## src/rtl/pipelining_multi_if.sv

```systemverilog
// Operand/result bundle for the pipelined shift-and-add multiplier.
// master drives operands and en; slave (the multiplier) returns result and rdy.
interface pipelining_multi_if #(
  parameter int M = 7,
  parameter int N = 4
) ();
  logic [M-1:0]   multi1;
  logic [N-1:0]   multi2;
  logic           en;
  logic [M+N-1:0] result;
  logic           rdy;

  modport master (output multi1, multi2, en, input result, rdy);
  modport slave  (input multi1, multi2, en, output result, rdy);
endinterface

```

## src/rtl/pipelining_multi.sv

```systemverilog
// Fully pipelined unsigned M x N shift-and-add multiplier, one stage per multiplier bit.
// Each stage carries its own copy of the operands, so a new pair is accepted every clock.
// Optional macro PIPELINING_MULTI_OUTREG_EN adds one output register (latency N+1 edges).
module pipelining_multi #(
  parameter int M = 7,
  parameter int N = 4
) (
  input logic              clk,
  input logic              rst_n,
  pipelining_multi_if.slave bus
);
  localparam int W = M + N;

  logic [M-1:0] mcand_q  [N];
  logic [N-1:0] mplier_q [N];
  logic [W-1:0] psum_q   [N];
  logic         valid_q  [N];

  for (genvar k = 0; k < N; k++) begin : g_stage
    if (k == 0) begin : g_first
      // Stage 0 captures the port operands and adds the bit-0 partial product.
      // When it is also the last stage, the sum only moves on valid input so result holds.
      always_ff @(posedge clk or negedge rst_n) begin
        if (!rst_n) begin
          mcand_q[0]  <= '0;
          mplier_q[0] <= '0;
          psum_q[0]   <= '0;
          valid_q[0]  <= 1'b0;
        end else begin
          mcand_q[0]  <= bus.multi1;
          mplier_q[0] <= bus.multi2;
          valid_q[0]  <= bus.en;
          if (N > 1 || bus.en)
            psum_q[0] <= bus.multi2[0] ? W'(bus.multi1) : {W{1'b0}};
        end
      end
    end else begin : g_next
      // Stage k adds multiplicand<<k when multiplier bit k is set; the final stage
      // holds its sum across bubbles so the output keeps the last valid product.
      always_ff @(posedge clk or negedge rst_n) begin
        if (!rst_n) begin
          mcand_q[k]  <= '0;
          mplier_q[k] <= '0;
          psum_q[k]   <= '0;
          valid_q[k]  <= 1'b0;
        end else begin
          mcand_q[k]  <= mcand_q[k-1];
          mplier_q[k] <= mplier_q[k-1];
          valid_q[k]  <= valid_q[k-1];
          if (k < N-1 || valid_q[k-1])
            psum_q[k] <= psum_q[k-1] +
                         (mplier_q[k-1][k] ? (W'(mcand_q[k-1]) << k) : {W{1'b0}});
        end
      end
    end
  end

`ifdef PIPELINING_MULTI_OUTREG_EN
  logic [W-1:0] result_q;
  logic         rdy_q;

  // Extra output register: rdy follows the final valid one clock later, result
  // only reloads on a valid product.
  always_ff @(posedge clk or negedge rst_n) begin
    if (!rst_n) begin
      result_q <= '0;
      rdy_q    <= 1'b0;
    end else begin
      rdy_q <= valid_q[N-1];
      if (valid_q[N-1])
        result_q <= psum_q[N-1];
    end
  end

  assign bus.result = result_q;
  assign bus.rdy    = rdy_q;
`else
  assign bus.result = psum_q[N-1];
  assign bus.rdy    = valid_q[N-1];
`endif

endmodule

```

## src/flat_wrapper.sv

```systemverilog
// flat-port wrapper written by rule: the top's interface ports become plain ports
module pipelining_multi_flat 
#(
  parameter int M = 7,
  parameter int N = 4
)
  (clk, rst_n, bus_multi1, bus_multi2, bus_en, bus_result, bus_rdy);
  pipelining_multi_if #(.M(M), .N(N)) bus_i ();
  input logic clk;
  input logic rst_n;
  input wire logic [$bits(bus_i.multi1)-1:0] bus_multi1;
  input wire logic [$bits(bus_i.multi2)-1:0] bus_multi2;
  input wire logic [$bits(bus_i.en)-1:0] bus_en;
  output wire logic [$bits(bus_i.result)-1:0] bus_result;
  output wire logic [$bits(bus_i.rdy)-1:0] bus_rdy;
  assign bus_i.multi1 = bus_multi1;
  assign bus_i.multi2 = bus_multi2;
  assign bus_i.en = bus_en;
  assign bus_result = bus_i.result;
  assign bus_rdy = bus_i.rdy;
  pipelining_multi #(.M(M), .N(N)) u_core (.clk(clk), .rst_n(rst_n), .bus(bus_i));
endmodule
```

## config.mk

```make
export PLATFORM = sky130hd
export DESIGN_NAME = pipelining_multi_flat
export DESIGN_NICKNAME = d
export VERILOG_FILES = /design/src/rtl/pipelining_multi_if.sv /design/src/rtl/pipelining_multi.sv /design/src/flat_wrapper.sv
export SDC_FILE = /design/constraint.sdc
export NUM_CORES = 1
export LEC_CHECK = 0
export BUFFER_PORTS_ARGS = -buffer_cell sky130_fd_sc_hd__buf_4
export CORE_AREA = 2 2 74 76
export CTS_CLUSTER_DIAMETER = 150
export DETAILED_ROUTE_END_ITERATION = 6
export DIE_AREA = 0 0 76 78
export PLACE_DENSITY = 0.87
export SYNTH_ARGS = -nofsm -noshare
export SYNTH_HDL_FRONTEND = slang
export SYNTH_SLANG_ARGS = --single-unit
```

## constraint.sdc

```tcl
create_clock -name clk -period 6 [get_ports clk]
set_clock_uncertainty 0.2 [all_clocks]
set_input_delay 0.3 -clock clk [delete_from_list [all_inputs] [get_ports clk]]
set_output_delay 0.3 -clock clk [all_outputs]
set_load 0.05 [all_outputs]
```

==> metrics.md <==
| Metric | Value |
|---|---|
| Status | complete, no violations |
| Congestion Overflow GR | 0 |
| Synth Area in Compound Gates | 0.107 |
| Layout cells sized above 1 | 0.178 |
| Area grow syn2layout | 17.4% |
| Floorplan row count | 26 |
| Post-Syn Instances | 237 |
| Class of the worst hold path | in2reg |
| Reg power frac | 0.445 |
| Netlist cell types | 33 |
| Worst ir drop on vdd | 0.196 mV |
| Clock Tree Root | clkbuf_8 |
| Slew headroom | 0.473 |
| Clk_lat worst skew | about 340 ps |
| Syn avg cell area | about 12 um^2 |
| Final setup violation count | 0 |
| # H-tree levels | 3 |
| Nets | about 310 |
| Hold Path Depth | 2 |
| RR Startpoint | u_core.mplier_q[7] |
| CP Class | reg2reg |
| Die height | a little under 80 um |
| Min-delay src | bus_multi2[0] |
| Detailed placement HPWL | ~3300 um |
| Final period util | 0.378 |
| Area of the multi-input gates | between 0.001 and 0.0015 mm^2 |
| Post-synthesis register bit count | between 60 and 70 |
| # DRC | 0 |
| PortBufs | 25 |
| Final slew viol count | 0 |
| Slew @ Worst Pin | about 800 ps |
| Slowest stage delay, CP | approximately 430 ps |
| R2r endpoint | u_core.bus.result[7] |
| Largest net degree at the start of global routing | 69 |
| Crit. End Element | register |
| CP cell instances | and2_1 -> ha_1 -> inv_1 -> fa_1 -> nor2b_1 -> o31a_1 -> a21oi_1 -> mux2_2 |
| Tmin final | between 2000 and 2500 ps |
| Mapped cell area | between 0.002 and 0.003 mm^2 |
| Startpoint Class | register |
| Post-synthesis sequential area ratio | 0.577 |
| Initial Utilization | 0.584 |
| Logic gate share of total power | 0.238 |
| Multiplexer share of the synthesized area | 0.0335 |
| Post-Layout Cell Count | approximately 350 |
| Fin Setup TNS | 0 ps |
| # diodes | 0 |
| Worst-path fanout max | 7 |
| Leak pwr | between 1.5 and 2 nW |
| Max-cap violation count | 0 |
| Min-Delay Endpoint | u_core.psum_q[33] |
| R2R depth | 8 |
| Sequential cell area | about 0.0017 mm^2 |
| Clock transition at path regs | about 60 ps |
| Ports | 26 |
| Critical path arrival | 2290 ps |
| Pwr/cell area | 351 mW/mm^2 |
| Main combinational cell family by area after synthesis | simple AND/OR/NAND/NOR gates |
| Post-Synth XOR/XNOR Area | 0.0178 |
| Routed WL | ~4700 um |
| CP delay by family, top | adder cells |
| Clk sink count | between 60 and 70 |
| Placed cell count | between 300 and 400 |
| Worst path slowest cell | dfrtp_1 |
| First DRT Iteration DRCs | a little under 100 |
| DR vias | 1,827 |
| CP required | around 6000 ps |
| Via density | around 5.3 |
| RSZ-0062 raised after global routing | false |
| Post-DR wirelength/cell | about 13 um |
| Filler cell count | around 380 |
| Worst reg2reg setup slack | roughly 3700 ps |
| Post-CTS Setup Bufs | 0 |
| Sw Share | 0.292 |
| Crit. Startpoint | u_core.mplier_q[7] |
| Clock buffer depth | 2 |
| Drt first pass iters | 4 |
| CTS tree | yes |
| Final hold vios | 0 |
| Syn_nets | 274 |
| Clock power share | 0.318 |
| Synth Area in Adders | 0.105 |
| Core ar. | 0.00504 mm^2 |
| First-pass GRT wire length | a little over 8000 um |
| Initial antenna violation count | 0 |
| Sw power | between 0.0003 and 0.0004 W |
| Synth warn | 0 |
| Post-Synth Simple-Gate Area | 0.108 |
| Vias in the first global route | 1,907 |
| Die width | 76 um |
| Post-route ant nets | 0 |
| GPL Wtd Cong | around 0.80 |
| Fmax | around 0.44 GHz |
| Total CTS buffers | 9 |
| Int Pwr | 0.000859 W |
| Critical path buffers and inverters | 1 |
| Die ar. | about 0.0059 mm^2 |
| Total GRT Usage | 0.182 |
[per-layer routing]
metal	wire length, um	track usage	part of all wire
met1	1810	0.188	0.39
met2	2570	0.330	0.55
met3	154	0.0523	0.033
met4	120	0.104	0.026
met5	0	0	0
[cells in the mapped netlist (all sizes together)]
| master | count | area share |
|---|---|---|
| o22ai | 1 | 0.0021 |
| o211ai | 2 | 0.0051 |
| o311ai | 1 | 0.0030 |
| dfrtp | 68 | 0.58 |
| o31a | 3 | 0.0089 |
| o21a | 6 | 0.015 |
| or4 | 2 | 0.0051 |
| inv | 15 | 0.019 |
| a21o | 3 | 0.0076 |
| mux2 | 7 | 0.027 |
| nor2b | 3 | 0.011 |
| or4b | 1 | 0.0034 |
| buf | 13 | 0.031 |
| nand3b | 2 | 0.0051 |
| and2 | 24 | 0.051 |
| mux2i | 2 | 0.0068 |
| nor3 | 2 | 0.0034 |
| o21bai | 2 | 0.0051 |
| o221a | 1 | 0.0038 |
| nand4b | 1 | 0.0030 |
| a21oi | 10 | 0.017 |
| nand2 | 5 | 0.0064 |
| o21ai | 14 | 0.024 |
| a211o | 1 | 0.0030 |
| nor2 | 11 | 0.014 |
| a211oi | 4 | 0.010 |
| xnor2 | 6 | 0.018 |
| a22oi | 1 | 0.0025 |
| ha | 20 | 0.085 |
| nand3 | 3 | 0.0051 |
| fa | 3 | 0.020 |
[cell type report]
| cell class | instances | share of cell area |
|---|---|---|
| inverter | 15 | 0.0163 |
| clock buffer | 13 | 0.0517 |
| tap | 70 | 0.0253 |
| timing repair buffer | 37 | 0.0890 |
| sequential | 68 | 0.492 |
| clock inverter | 1 | 0.00868 |
| multi-input combinational | 141 | 0.317 |
[how the worst max path moves through the flow]
stage | depth (start not counted) | endpoint
floorplan | 8 | u_core.psum_q[19]
global placement | 8 | u_core.psum_q[19]
detailed placement | 8 | u_core.bus.result[7]
CTS | 8 | u_core.bus.result[7]
global route | 8 | u_core.bus.result[7]
finish | 8 | u_core.bus.result[7]
[worst reg2reg max path: stages (launching register included)]
cell     delay [ps]
dfrtp_1         430
and2_1          150
ha_1            170
inv_1            60
fa_1            410
nor2b_1         180
o31a_1          190
a21oi_1          80
mux2_2          280
[kinds of logic after synthesis]
| family | Yosys count |
|---|---|
| fa+ha+maj | 23 |
| xor+xnor | 6 |
| buf+inv | 28 |
| simple gates | 54 |
| compound gates | 49 |
| flops | 68 |
| mux | 9 |
[sequential cells by signal (all words and copies together) (netlist names)]
name	count
u_core.bus.result	11
u_core.psum_q	26
u_core.mplier_q	6
u_core.mcand_q	21
u_core.valid_q	3
u_core.bus.rdy	1
[power by group through the flow]
stage               registers, W  logic, W  clock network (W)
detailed placement      0.000549  0.000281                  0
global placement        0.000546  0.000271                  0
CTS                     0.000540  0.000289           0.000394
global route            0.000548  0.000311           0.000415
floorplan               0.000540  0.000239                  0
finish                  0.000540  0.000289           0.000386
[placed cells by master (no fill, tap or decap)]
master and count:
mux2i_1 2, and2_1 24, dlygate4sd3_1 12, o22ai_1 1, o211ai_1 2, a22oi_1 1
fa_1 3, nand3_1 3, nor2b_1 1, nor2_1 11, ha_1 20, bufinv_16 1
nor3_1 2, o21bai_1 2, a21oi_1 10, clkbuf_8 13, a211oi_1 4, o21ai_0 14
mux2_2 7, o31a_1 3, o221a_2 1, dfrtp_1 68, a211o_1 1, a21o_1 3
nand3b_1 2, or4_1 2, nand4b_1 1, o311ai_1 1, o21a_1 6, inv_1 15
nor2b_4 2, buf_4 25, xnor2_1 6, or4b_1 1, nand2_1 5
[per-stage QoR]
stage	cell area, um^2	setup WS [ps]	hold slack (ps)	util	total power, W
6_report	3460	3730	15.6	0.686	0.00121
5_1_grt	3460	3610	20.0	0.686	0.00127
4_1_cts	3460	3730	6.11	0.686	0.00122
3_5_place_dp	3130	3750	135	0.621	0.000830
3_3_place_gp	3130	3860	133	0.621	0.000817
2_1_floorplan	2950	3930	-196	-	0.000778
[repair_timing]
| item | CTS | global route |
|---|---|---|
| hold endpoints to repair | 86 | 0 |
| gates resized for setup | 0 | 0 |
| hold buffers | 12 | 0 |
Power figures use the tool's default switching activity.
